**config.mk**
```make
export PLATFORM = sky130hd
export DESIGN_NAME = adder_measure_ctrl
export DESIGN_NICKNAME = d
export VERILOG_FILES = /design/src/rtl/adder_measure_pkg.sv /design/src/rtl/ring_edge_sync.sv /design/src/rtl/adder_measure_ctrl.sv
export SDC_FILE = /design/constraint.sdc
export NUM_CORES = 1
export LEC_CHECK = 0
export BUFFER_PORTS_ARGS = -buffer_cell sky130_fd_sc_hd__buf_4
export CORE_ASPECT_RATIO = 0.9
export CORE_UTILIZATION = 50
export CTS_CLUSTER_DIAMETER = 30
export DETAILED_ROUTE_END_ITERATION = 12
export PLACE_DENSITY = 0.84
export SKIP_LAST_GASP = 1
export SLEW_MARGIN = 15
export SYNTH_ARGS = -nofsm -noshare
export SYNTH_HDL_FRONTEND = slang
export SYNTH_SLANG_ARGS = --single-unit
```
**constraint.sdc**
```tcl
create_clock -name wb_clk_i -period 7.9 [get_ports wb_clk_i]
set_input_delay 1.185 -clock wb_clk_i [delete_from_list [all_inputs] [get_ports wb_clk_i]]
set_output_delay 1.185 -clock wb_clk_i [all_outputs]
set_load 0.1 [all_outputs]
```
**src/rtl/adder_measure_pkg.sv**
```systemverilog
`default_nettype none
// ============================================================================
// Module      : adder_measure_pkg
// Description : Shared types and constants for the Brent-Kung adder
//               ring-oscillator measurement sequencer.
// Revision    : 1.0 - initial release
// ============================================================================
package adder_measure_pkg;

    localparam int DEF_COUNT_W       = 32;
    localparam int DEF_GATE_W        = 16;
    localparam int DEF_SETTLE_CYCLES = 4;

    // Path codes presented on path_sel
    localparam logic [1:0] PATH_A_RING = 2'd0;
    localparam logic [1:0] PATH_A_EXT  = 2'd1;
    localparam logic [1:0] PATH_S_OUT  = 2'd2;
    localparam logic [1:0] PATH_RSVD   = 2'd3;

    typedef enum logic [2:0] {
        ST_IDLE    = 3'd0,
        ST_SETUP   = 3'd1,
        ST_SETTLE  = 3'd2,
        ST_MEASURE = 3'd3,
        ST_DONE    = 3'd4
    } state_t;

    // One-hot select of a single adder bit
    function automatic logic [31:0] onehot32(input logic [4:0] idx);
        return 32'd1 << idx;
    endfunction

endpackage
`default_nettype wire

```
**src/rtl/ring_edge_sync.sv**
```systemverilog
`default_nettype none
// ============================================================================
// Module      : ring_edge_sync
// Description : Two-flop synchronizer for the asynchronous ring oscillator
//               output plus a third flop for rising-edge detection.
// Revision    : 1.0 - initial release
// ============================================================================
module ring_edge_sync (
    input  logic clk,
    input  logic rst,
    input  logic ring_in,
    output logic rise
);

    logic q1;
    logic q2;
    logic q3;

    // Synchronizer chain; q3 holds the previous synchronized value
    always_ff @(posedge clk or posedge rst) begin
        if (rst) begin
            q1 <= 1'b0;
            q2 <= 1'b0;
            q3 <= 1'b0;
        end else begin
            q1 <= ring_in;
            q2 <= q1;
            q3 <= q2;
        end
    end

    assign rise = q2 & ~q3;

endmodule
`default_nettype wire

```
**src/rtl/adder_measure_ctrl.sv**
```systemverilog
`default_nettype none
// ============================================================================
// Module      : adder_measure_ctrl
// Description : Selects an adder bit/path, enables the ring oscillator, lets
//               it settle, counts synchronized chain_out rising edges over a
//               programmable gate window and reports the result.
// Revision    : 1.0 - initial release
// ============================================================================
module adder_measure_ctrl
    import adder_measure_pkg::*;
#(
    parameter int COUNT_W       = DEF_COUNT_W,
    parameter int GATE_W        = DEF_GATE_W,
    parameter int SETTLE_CYCLES = DEF_SETTLE_CYCLES
) (
    input  logic               wb_clk_i,
    input  logic               wb_rst_i,
    input  logic               start,
    input  logic [GATE_W-1:0]  gate_len,
    input  logic [1:0]         path_sel,
    input  logic [4:0]         bit_sel,
    input  logic               ring_in,
    output logic               ring_en,
    output logic [31:0]        a_ring_mask,
    output logic [31:0]        a_ext_mask,
    output logic [31:0]        s_out_mask,
    output logic               busy,
    output logic               done,
    output logic [COUNT_W-1:0] count,
    output logic               overflow,
    output logic               err
);

    localparam int ST_W = $clog2(SETTLE_CYCLES);

    state_t              state;
    state_t              state_nxt;
    logic                accept;
    logic                reject;
    logic                rise;
    logic [GATE_W-1:0]   gate_q;
    logic [1:0]          path_q;
    logic [4:0]          bit_q;
    logic [GATE_W-1:0]   gate_cnt;
    logic [ST_W-1:0]     settle_cnt;
    logic [1:0]          sel_path;
    logic [4:0]          sel_bit;
    logic [31:0]         a_ring_nxt;
    logic [31:0]         a_ext_nxt;
    logic [31:0]         s_out_nxt;

    ring_edge_sync u_sync (
        .clk     (wb_clk_i),
        .rst     (wb_rst_i),
        .ring_in (ring_in),
        .rise    (rise)
    );

    // State register
    always_ff @(posedge wb_clk_i or posedge wb_rst_i) begin
        if (wb_rst_i) state <= ST_IDLE;
        else          state <= state_nxt;
    end

    // Next-state logic and request qualification
    always_comb begin
        state_nxt = state;
        accept    = 1'b0;
        reject    = 1'b0;
        case (state)
            ST_IDLE: begin
                if (start) begin
                    if (path_sel == PATH_RSVD || gate_len == '0) begin
                        reject    = 1'b1;
                        state_nxt = ST_DONE;
                    end else begin
                        accept    = 1'b1;
                        state_nxt = ST_SETUP;
                    end
                end
            end
            ST_SETUP:   state_nxt = ST_SETTLE;
            ST_SETTLE:  if (settle_cnt == '0) state_nxt = ST_MEASURE;
            ST_MEASURE: if (gate_cnt == '0)   state_nxt = ST_DONE;
            ST_DONE:    state_nxt = ST_IDLE;
            default:    state_nxt = ST_IDLE;
        endcase
    end

    // Mask decode for the upcoming state; live inputs matter only on accept
    always_comb begin
        sel_path   = (state == ST_IDLE) ? path_sel : path_q;
        sel_bit    = (state == ST_IDLE) ? bit_sel  : bit_q;
        a_ring_nxt = '0;
        a_ext_nxt  = '0;
        s_out_nxt  = '0;
        if (state_nxt inside {ST_SETUP, ST_SETTLE, ST_MEASURE}) begin
            case (sel_path)
                PATH_A_RING: a_ring_nxt = onehot32(sel_bit);
                PATH_A_EXT:  a_ext_nxt  = onehot32(sel_bit);
                PATH_S_OUT:  s_out_nxt  = onehot32(sel_bit);
                default:     ;
            endcase
        end
    end

    // Latched configuration and the settle / gate down-counters
    always_ff @(posedge wb_clk_i or posedge wb_rst_i) begin
        if (wb_rst_i) begin
            gate_q     <= '0;
            path_q     <= '0;
            bit_q      <= '0;
            settle_cnt <= '0;
            gate_cnt   <= '0;
        end else begin
            if (accept || reject) begin
                gate_q <= gate_len;
                path_q <= path_sel;
                bit_q  <= bit_sel;
            end
            if (state == ST_SETUP)
                settle_cnt <= ST_W'(SETTLE_CYCLES - 1);
            else if (state == ST_SETTLE && settle_cnt != '0)
                settle_cnt <= settle_cnt - 1'b1;
            if (state == ST_SETTLE)
                gate_cnt <= gate_q - 1'b1;
            else if (state == ST_MEASURE && gate_cnt != '0)
                gate_cnt <= gate_cnt - 1'b1;
        end
    end

    // Registered outputs, derived from the next state so they change on transitions
    always_ff @(posedge wb_clk_i or posedge wb_rst_i) begin
        if (wb_rst_i) begin
            busy        <= 1'b0;
            ring_en     <= 1'b0;
            done        <= 1'b0;
            a_ring_mask <= '0;
            a_ext_mask  <= '0;
            s_out_mask  <= '0;
            count       <= '0;
            overflow    <= 1'b0;
            err         <= 1'b0;
        end else begin
            busy        <= (state_nxt != ST_IDLE);
            ring_en     <= (state_nxt == ST_SETTLE) || (state_nxt == ST_MEASURE);
            done        <= (state_nxt == ST_DONE);
            a_ring_mask <= a_ring_nxt;
            a_ext_mask  <= a_ext_nxt;
            s_out_mask  <= s_out_nxt;
            if (accept || reject) begin
                count    <= '0;
                overflow <= 1'b0;
                err      <= reject;
            end else if (state == ST_MEASURE && rise) begin
                // Saturate; overflow flags an edge that could not be counted
                if (&count) overflow <= 1'b1;
                else        count    <= count + 1'b1;
            end
        end
    end

endmodule
`default_nettype wire
```
; ---- Yosys cells after proc, flatten, opt, wreduce, memory -nomap -nowiden
; Index checks and enable logic that the tools add are counted.
[word_totals]
reg_bits = 180
inputBits = 27
output_inout_bits = 133
wordCells = 87
[classes]
add_sub_neg = 4
n_eq_ne = 11
shifts = 1
muxes = 29
bitwise_logic = 2
reduce_logical = 22
[ops]
columns = cell, count
row1 = two-way mux 32 bit, 9
row2 = adder 32 x 1 -> 32 bit (second input constant), 1
row3 = logical NOT 16 bit, 2
row4 = two-way mux 16 bit, 2
row5 = AND reduction 32 bit, 1
row6 = << shifter 1 x 5 -> 32 bit (first input constant), 1
row7 = subtractor 16 x 1 -> 16 bit (second input constant), 2
row8 = nonzero test 16 bit, 1
row9 = == test 3 x 2 -> 1 bit (second input constant), 4
row10 = two-way mux 3 bit, 4
row11 = one-hot mux 3 bit (4 select lines), 1
row12 = nonzero test 2 bit, 5
row13 = two-way mux 1 bit, 9
row14 = == test 3 x 1 -> 1 bit (second input constant), 2
row15 = two-way mux 2 bit, 3
row16 = nonzero test 3 bit, 2
row17 = two-way mux 5 bit, 1
row18 = == test 2 bit (second input constant), 2
row19 = logical NOT 2 bit, 2
row20 = AND reduction 2 bit, 2
row21 = == test 3 bit (second input constant), 1
row22 = logical AND 1 bit, 3
row23 = logical NOT 3 bit, 1
row24 = logical OR 1 bit, 3
row25 = 5 further kinds, 5

; ---- Depth between registers and ports, before layout
; Gate-level depths: netlist of run 1.
[logic_depth]
depth_word = 8
ltp_mapped = 10
mapped_depth_nobuf = 7

; ---- By module
; From an unflattened synthesis of run 1, not the netlist that was laid out.
[hier_totals]
cells_unflattened = 758
area_unflattened_um2 = 7676.1
[by_module_without_submodules]
columns = module, n_inst, cells_per_inst, area_each_um2, seq_area_each_um2
row1 = adder_measure_ctrl, 1, 753, 7583.5, 4429.2
row2 = ring_edge_sync, 1, 5, 92.6, 75.1

; ---- Worst setup path after synthesis of run 1
; Ideal clock, no wire load.
[synth_path]
path_kind = reg-to-reg
start = register count[0]
end = register count[5]
arrival_time_ps = 2541
setup_slack_ps = 5227
path_stages_with_launch = 9
n_path_buf = 1
cell_sequence = dfrtp_1 > ha_1 > nand2_1 > nor4_1 > nand4_2 > buf_2 > nand3_1 > xor2_1 > nor2_1
[synth_via]
elab_chain_len = 4
elab_cells_between_ends = 7
[synth_lines]
columns = element, line
row1 = "start, declared", adder_measure_ctrl.sv:29  ; output logic [COUNT_W-1:0] count,
row2 = "start signal, assigned", adder_measure_ctrl.sv:158  ; else count <= count + 1'b1;
row3 = adder 32 x 1 -> 32 bit, adder_measure_ctrl.sv:158
row4 = two-way mux 32 bit, adder_measure_ctrl.sv:157  ; if (&count) overflow <= 1'b1;
row5 = two-way mux 32 bit, adder_measure_ctrl.sv:155  ; end else if (state == ST_MEASURE && rise) begin
row6 = two-way mux 32 bit, adder_measure_ctrl.sv:151  ; if (accept || reject) begin
; Parallel ways exist; a longest one is shown, timed or not. The select of a mux whose other input is x is not followed.
; A chain may end at the register's enable or synchronous reset.

; ---- Worst setup path after layout of run 1
[layout_path]
start = register state[0]
end = register count[17]
[layout_via]
elab_chain_len = 5
elab_cells_between_ends = 10
[layout_lines]
columns = element, line
row1 = "start, declared", adder_measure_ctrl.sv:36  ; state_t state;
row2 = "start signal, assigned", adder_measure_ctrl.sv:62  ; else state <= state_nxt;
row3 = logical NOT 3 bit, adder_measure_ctrl.sv:70  ; case (state)
row4 = two-way mux 1 bit, adder_measure_ctrl.sv:70
row5 = logical OR 1 bit, adder_measure_ctrl.sv:151
row6 = inequality test 2 bit (no source line) / nonzero test 2 bit (equally long branches), -
row7 = AND reduction 2 bit (no source line), -
; Parallel ways exist; a longest one is shown, timed or not.

==> results of run 1 <==
## where the power goes
group          internal, mW  switching (mW)
Combinational         0.331           0.839
Clock                 0.443           0.363
Sequential             1.07           0.163
Total                  1.84            1.37
## logic make-up (layout without fill, tap and decap cells)
family                   after synthesis  count (layout)  share of synthesized area
AO/OA/AOI/OAI                         57              57                     0.0479
XOR/XNOR                              51              51                     0.0579
flip-flops                           180             180                      0.584
AND/OR/NAND/NOR                      421             421                      0.265
multiplexers                          11              11                     0.0146
adder cells (fa/ha/maj)                3               3                    0.00487
buffers and inverters                 41             207                     0.0255
## cells in the final DEF, fill, tap and decap left out, types with 5 or more instances in the layout
cell / count
sky130_fd_sc_hd__a21oi_1: 18
sky130_fd_sc_hd__a31oi_1: 5
sky130_fd_sc_hd__and3_1: 8
sky130_fd_sc_hd__buf_4: 165
sky130_fd_sc_hd__clkbuf_16: 17
sky130_fd_sc_hd__dfrtp_1: 180
sky130_fd_sc_hd__inv_1: 9
sky130_fd_sc_hd__inv_6: 5
sky130_fd_sc_hd__mux2i_1: 9
sky130_fd_sc_hd__nand2_1: 133
sky130_fd_sc_hd__nand3_1: 24
sky130_fd_sc_hd__nand3b_1: 7
sky130_fd_sc_hd__nand4_1: 9
sky130_fd_sc_hd__nor2_1: 155
sky130_fd_sc_hd__nor3_1: 21
sky130_fd_sc_hd__nor3_2: 5
sky130_fd_sc_hd__nor3b_1: 6
sky130_fd_sc_hd__nor4_1: 9
sky130_fd_sc_hd__o21ai_0: 10
sky130_fd_sc_hd__or3_1: 10
sky130_fd_sc_hd__xnor2_1: 26
sky130_fd_sc_hd__xor2_1: 25
## final cells by class
class | count | area [um2]
Inverter | 10 | 42.5
Tap cell | 198 | 248
Timing Repair Buffer | 165 | 1240
Clock buffer | 21 | 440
Sequential cell | 180 | 4500
Clock inverter | 11 | 118
Fill cell | 1167 | 5260
Multi-Input combinational cell | 543 | 3020
## path summary, 6_finish.rpt
path	startpoint	slack, ns	depth (start not counted)	endpoint
worst max-delay path	state[0]	4.62	6	count[17]
worst min-delay path	u_sync.q1	0.36	0	u_sync.q2
worst max register to register	state[0]	4.62	6	count[17]
worst min register to register	u_sync.q1	0.36	0	u_sync.q2
max in group asynchronous	wb_rst_i	5.45	3	gate_q[11]
min in group asynchronous	wb_rst_i	0.90	2	s_out_mask[28]
## state kept, by name (all words and copies together), names as in the netlist, 2 cells and up
signal	count
s_out_mask	32
bit_q	5
path_q	2
state	3
count	32
gate_q	16
a_ring_mask	32
a_ext_mask	32
gate_cnt	16
settle_cnt	2
## routing by layer
| layer | wire (um) | share of wire | vias to the layer above |
|---|---|---|---|
| li1 | - | - | 2855 |
| met2 | 8570 | 0.48 | 224 |
| met1 | 7870 | 0.44 | 2938 |
| met4 | 264 | 0.015 | 0 |
| met3 | 1280 | 0.071 | 24 |
| met5 | 0 | 0 | - |
## stage by stage
step	instance area (um2)	power, mW	utilization
global route	9610	3.39	0.646
floorplan	7710	2.15	-
CTS	9610	3.23	0.646
global placement	9050	2.38	0.609
detailed placement	9050	2.41	0.609
finish	9610	3.21	0.646
## worst max-delay path, cell delays in order, from the launching register on
cell	delay (ns)
sky130_fd_sc_hd__dfrtp_1	0.56
sky130_fd_sc_hd__nor3_4	0.58
sky130_fd_sc_hd__nand2_1	0.79
sky130_fd_sc_hd__nand2_2	0.51
sky130_fd_sc_hd__nand2_1	0.22
sky130_fd_sc_hd__or3_1	0.39
sky130_fd_sc_hd__a21oi_1	0.14
==> qor.log, run 1 <==
[outcome] run status complete, no violations
[drt] vias after detailed routing 6041
[logic_synthesis] Cell Area, Synth 7710 um2
[global_route] vias in the first global route 5742
[global_route] final global-route overflow total 0
[global_route] Total GRT Usage 0.239
[sta] fin worst setup slack 4.62 ns
[logic_synthesis] Synth warnings 0
[clocking] clock sink count 180
[logic_synthesis] Synth Net Count 794
[worst_setup_path] endpoint class of the critical path register
[layout] proportion of layout cells with a drive suffix above 1 0.240
[sta] Period Utilization, post-route 0.415
[floorplanning] effective utilization at floorplan 0.518
[logic_synthesis] dominant cell type by area after synthesis sky130_fd_sc_hd__dfrtp_1
[clocking] Clk Tree Root Cell sky130_fd_sc_hd__clkbuf_16
[sta] headroom to the max-slew limit 0.269
[floorplanning] Die Wd 133 um
[global_route] M3 GR Usage 0.0583
[pwr] largest vdd supply drop 0.326 mV
[job] max capacitance violation total 0
[logic_synthesis] cells taking the most area after synthesis sky130_fd_sc_hd__dfrtp_1 (58%), sky130_fd_sc_hd__nor2_1 (7.5%), sky130_fd_sc_hd__nand2_1 (6.5%)
[global_route] initial antenna violation count 0
[drt] DR WL/cell 15.9 um
[layout] Post-layout nets 947
[sta] Peak Freq 305 MHz
[logic_synthesis] count of different cell masters after synthesis 63
[clocking] post-CTS repair timing setup buffer count 0
[layout] antenna diode count 0
[drt] Post-route DRC 0
[pwr] static leakage 4.65 nW
[logic_synthesis] proportion of synthesized flip-flops having asynchronous set or reset 1.00
[worst_setup_path] type of the worst setup path register to register
[placed_design] dpl hpwl 12.2 mm
[floorplanning] number of standard-cell rows in the floorplan 42
[floorplanning] area enclosed by the die boundary 15900 um2
[global_route] first-pass GRT wire length 29.5 mm
[floorplanning] vertical die dimension 120 um
[logic_synthesis] top cells by count, synth sky130_fd_sc_hd__dfrtp_1 (180), sky130_fd_sc_hd__nor2_1 (155), sky130_fd_sc_hd__nand2_1 (133)
[clocking] clock transition at the registers of the reported paths 0.07 ns
[worst_setup_path] critical-path maximum fanout 29
[floorplanning] I/O Pins 160
[logic_synthesis] share of Yosys cell area claimed by the top area cell type 0.584
[placed_design] Cell Count Post-Placement 1096
[layout] post-layout instance count excluding filler cells 1128
[global_route] maximum number of pins on one net before global-route repair 103
[worst_setup_path] CP arrival 3.63 ns
[clocking] number of levels the H-tree was split into 4
[worst_setup_path] required arrival time at the worst endpoint 8.25 ns
[logic_synthesis] number of synthesized flops with an enable pin 0
[clocking] CTS tree yes
[worst_setup_path] Worst Setup Start Kind register
[drt] antenna-violating nets left 0
[placed_design] # port buffers 159
[sta] setup repair after global routing missed its margin false
[hold_path] Worst Hold Class register to register
[drt] first-pass iteration count of the detailed router 5
[logic_synthesis] most frequently used cell type in the post-synthesis netlist sky130_fd_sc_hd__dfrtp_1
[logic_synthesis] post-synthesis register bit count 180
[global_route] met2 Track Usage GR 0.376
[global_route] GR Util met1 0.327
[sta] worst slack on hold paths 0.357 ns
[sta] setup skew after layout 0.0102 ns
[clocking] CTS Buf Count 17
[sta] pin slew with the least headroom to its limit 1.09 ns
[logic_synthesis] cell count after synthesis 764
[sta] Final Max Slew Viols 0
[sta] Final Critical Period 3.28 ns
[logic_synthesis] prevailing post-synth register cell sky130_fd_sc_hd__dfrtp_1
[clocking] cells resized by post-CTS repair 0
[pwr] ratio of total power to cell area 334 nW/um2
[drt] Total Routed Length 18.0 mm
[sta] number of setup violations in the final report 0
[placed_design] pre-CTS worst setup slack 4.52 ns
[floorplanning] core area 14900 um2
[clocking] clock latency of the later-clocked register in the worst-skew pair 0.43 ns
[global_route] routing layer with the top usage in global route met2
[placed_design] global placement routability congestion 0.879
[drt] number of vias per cell after detailed routing 5.36
[drt] initial drt markers 402
[logic_synthesis] sequential area share after synthesis 0.584
[sta] sum of negative setup slack 0 ns
[layout] layout-stage area growth over the synthesis result 24.6%
[clocking] Hold Buf Count CTS 0
[clocking] number of buffers on the longest clock path 2
[sta] number of failing hold endpoints at the final stage 0
[logic_synthesis] Synth Area per Inst 10.1 um2
(Power assumes the default switching activity.)
==> run 2: changes to the inputs <==
- ABC_AREA: default -> 1
- PLACE_DENSITY: 0.84 -> 0.86
- clock period: 7.9 -> 3 ns (I/O delays scaled with it)
==> qor.log, run 2 <==
[outcome] run status complete, no violations
[logic_synthesis] xor and xnor fraction of the mapped netlist area 0.0137 [-0.0442]
[floorplanning] Die Wd 138 um [+3.7%]
[clocking] post-CTS repair timing setup buffer count 0 [unchanged]
[pwr] static leakage 5.18 nW [+12%]
[floorplanning] I/O Pins 160 [unchanged]
[clocking] Clk Tree Root Cell sky130_fd_sc_hd__clkbuf_16
[drt] Post-route DRC 0 [unchanged]
[layout] commonest cells after routing, fill and taps aside sky130_fd_sc_hd__nand2_1 (248), sky130_fd_sc_hd__dfrtp_1 (180), sky130_fd_sc_hd__buf_4 (172), sky130_fd_sc_hd__nor2_1 (165), sky130_fd_sc_hd__nand3_1 (115)
[sta] headroom to the max-slew limit 0.402 [+0.133]
[logic_synthesis] cells taking the most area after synthesis sky130_fd_sc_hd__dfrtp_1 (54%), sky130_fd_sc_hd__nand2_1 (11%), sky130_fd_sc_hd__nor2_1 (7.5%)
[drt] vias after detailed routing 7470 [+24%]
[clocking] clock latency of the later-clocked register in the worst-skew pair 0.43 ns [about the same]
[floorplanning] core area 16200 um2 [+8.8%]
[layout] post-route design area 10300 um2 [+7.0%]
[sta] worst slack on hold paths 0.117 ns [-0.239 ns]
[worst_setup_path] required arrival time at the worst endpoint 3.33 ns [-4.92 ns]
[logic_synthesis] Synth Area in Compound Gates 0.0531 [+0.00523]
[drt] antenna-violating nets left 0 [unchanged]
[floorplanning] effective utilization at floorplan 0.512 [-0.00597]
[layout] core utilization of the finished layout 0.635 [-0.0107]
[logic_synthesis] prevailing post-synth register cell sky130_fd_sc_hd__dfrtp_1
[worst_setup_path] critical-path maximum fanout 46 [+59%]
[drt] Total Routed Length 22.2 mm [+24%]
[global_route] maximum number of pins on one net before global-route repair 48 [-53%]
[logic_synthesis] count of different cell masters after synthesis 37 [-41%]
[global_route] Total GRT Usage 0.264 [+0.0250]
[worst_setup_path] type of the worst setup path register to register
[sta] setup repair after global routing missed its margin false
[drt] number of vias per cell after detailed routing 5.41 [+1.0%]
[sta] Peak Freq 405 MHz [+33%]
[logic_synthesis] share of synthesized cell area in and, or, nand and nor gates 0.321 [+0.0565]
[clocking] clock transition at the registers of the reported paths 0.07 ns [about the same]
[clocking] CTS tree yes
[sta] Final Max Slew Viols 0 [unchanged]
[layout] Post-layout nets 1192 [+26%]
[clocking] Hold Buf Count CTS 0 [unchanged]
[clocking] CTS Buf Count 17 [unchanged]
[worst_setup_path] endpoint class of the critical path register
[logic_synthesis] Synth warnings 0 [unchanged]
[sta] Final Critical Period 2.47 ns [-0.813 ns]
[logic_synthesis] cell count after synthesis 1006 [+32%]
[worst_setup_path] CP arrival 2.79 ns [-0.84 ns]
[placed_design] dpl hpwl 15.5 mm [+28%]
[placed_design] Cell Count Post-Placement 1350 [+23%]
[global_route] final global-route overflow total 0 [unchanged]
[floorplanning] area enclosed by the die boundary 17100 um2 [+7.5%]
[logic_synthesis] share of Yosys cell area claimed by the top area cell type 0.543 [-0.0412]
[clocking] clock sink count 180 [unchanged]
[logic_synthesis] Synth Net Count 1036 [+30%]
[layout] post-layout instance count excluding filler cells 1381 [+22%]
[pwr] largest vdd supply drop 0.822 mV [+150%]
[sta] number of failing hold endpoints at the final stage 0 [unchanged]
[layout] commonest non-fill, non-tap cell in the layout sky130_fd_sc_hd__nand2_1
[logic_synthesis] Cell Area, Synth 8290 um2 [+7.6%]
[logic_synthesis] post-synthesis share of cell area spent on full adders, half adders and majority gates 0.00453 [-0.000343]
[clocking] number of levels the H-tree was split into 4 [unchanged]
[clocking] number of buffers on the longest clock path 2 [unchanged]
[logic_synthesis] most frequently used cell type in the post-synthesis netlist sky130_fd_sc_hd__nand2_1
[global_route] vias in the first global route 6895 [+20%]
[hold_path] instance count along the most critical hold path 1 [+1]
[global_route] initial antenna violation count 0 [unchanged]
[worst_setup_path] FF-to-FF path depth 9 [+3]
[worst_setup_path] Worst Setup Start Kind register
[logic_synthesis] top cells by count, synth sky130_fd_sc_hd__nand2_1 (249), sky130_fd_sc_hd__dfrtp_1 (180), sky130_fd_sc_hd__nor2_1 (165)
[sta] number of setup violations in the final report 0 [unchanged]
[logic_synthesis] dominant combinational cell family by area after synthesis simple AND/OR/NAND/NOR gates
[drt] first-pass iteration count of the detailed router 7 [+2]
[hold_path] Worst Hold Class input pin to register
[placed_design] # port buffers 159 [unchanged]
[layout] layout-stage area growth over the synthesis result 24.0%
[floorplanning] number of standard-cell rows in the floorplan 44 [+4.8%]
[logic_synthesis] dominant cell type by area after synthesis sky130_fd_sc_hd__dfrtp_1
[clocking] cells resized by post-CTS repair 0 [unchanged]
[sta] Period Utilization, post-route 0.823 [+0.408]
[sta] sum of negative setup slack 0 ns [unchanged]
[floorplanning] vertical die dimension 124 um [+3.7%]
[layout] proportion of layout cells with a drive suffix above 1 0.206 [-0.0337]
[logic_synthesis] Synth Area per Inst 8.24 um2 [-18%]
[logic_synthesis] multiplexer fraction of the synthesized cell area 0 [-0.0146]
[sta] setup skew after layout 0.0109 ns [+0.000691 ns]
[layout] antenna diode count 0 [unchanged]
[logic_synthesis] post-synthesis register bit count 180 [unchanged]
[drt] initial drt markers 607 [+51%]
[logic_synthesis] sequential area share after synthesis 0.543 [-0.0412]
[job] max capacitance violation total 0 [unchanged]
[placed_design] placed cell area 9690 um2 [+7.1%]
[pwr] ratio of total power to cell area 1000 nW/um2 [+200%]
[drt] DR WL/cell 16.1 um [+0.92%]
[placed_design] global placement routability congestion 0.934 [+6.3%]
[sta] pin slew with the least headroom to its limit 0.895 ns [-0.191 ns]
[logic_synthesis] proportion of synthesized flip-flops having asynchronous set or reset 1.00 [unchanged]
[global_route] first-pass GRT wire length 34.3 mm [+16%]
[logic_synthesis] number of synthesized flops with an enable pin 0 [unchanged]
## run 2: changes by cell type in the layout (fill, tap and decap cells not counted), sizes merged, moves of 9 or more
cell   before  now
nand2     135  253
a21oi      18    3
or3        10    0
nor3       27   15
xnor2      26    1
or2         0   11
xor2       25   12
buf       165  174
inv        16   95
mux2i       9    0
o21ai      15   67
nand3      27  115
nor2      156  178
nor4       15    0
## run 2: layout make-up
class | instances | area (um2)
clock inverters | 14 | 168
inverters | 88 | 337
well taps | 207 | 259
flip-flops and latches | 180 | 4500
repair buffers | 174 | 1330
clock buffers | 17 | 425
multi-input cells | 701 | 3260
fillers | 1380 | 5900
## run 2: kinds of logic after synthesis
group	Yosys count
AND/OR/NAND/NOR	605
flip-flops	180
buffers and inverters	125
AO/OA/AOI/OAI	80
XOR/XNOR	13
adder cells (fa/ha/maj)	3
## run 2: final timing paths
path                       startpoint               to  slack [ns]
setup / recovery             count[0]        count[15]        0.53
hold / removal                ring_in        u_sync.q1        0.12
setup reg to reg             count[0]        count[15]        0.53
hold reg to reg             u_sync.q1        u_sync.q2        0.37
max in group asynchronous    wb_rst_i         state[1]        2.04
min in group asynchronous    wb_rst_i  a_ring_mask[31]        0.20
## run 2: worst max-delay path: stages (launching register included)
cell and delay, ns:
sky130_fd_sc_hd__dfrtp_1 0.42, sky130_fd_sc_hd__ha_1 0.29, sky130_fd_sc_hd__nand2_1 0.13, sky130_fd_sc_hd__nor2_4 0.18, sky130_fd_sc_hd__nand2_1 0.15, sky130_fd_sc_hd__nor2_2 0.21
sky130_fd_sc_hd__nand4_2 0.12, sky130_fd_sc_hd__nand2_4 0.36, sky130_fd_sc_hd__inv_2 0.21, sky130_fd_sc_hd__o21ai_0 0.28
## run 2: metrics by stage
stage                     total power [mW]  worst slack, ns
after floorplan                       6.93            0.241
after global placement                7.88            0.722
after detailed placement              7.97            0.601
after CTS                             10.3            0.575
after global routing                  10.9            0.285
final                                 10.3            0.531
## run 2: power breakdown
| group | internal [mW] | leakage [nW] | switching (mW) |
|---|---|---|---|
| Sequential | 2.85 | 2.43 | 0.310 |
| Combinational | 1.15 | 2.47 | 3.73 |
| Clock | 1.25 | 0.284 | 1.02 |
## run 2: routing by layer
layer  vias to the layer above  GRT usage  share of wire
met5                         -          0              0
met4                         0      0.118          0.034
met3                        63     0.0541          0.064
met2                       310      0.411           0.47
met1                      3579      0.357           0.43
li1                       3518          -              -
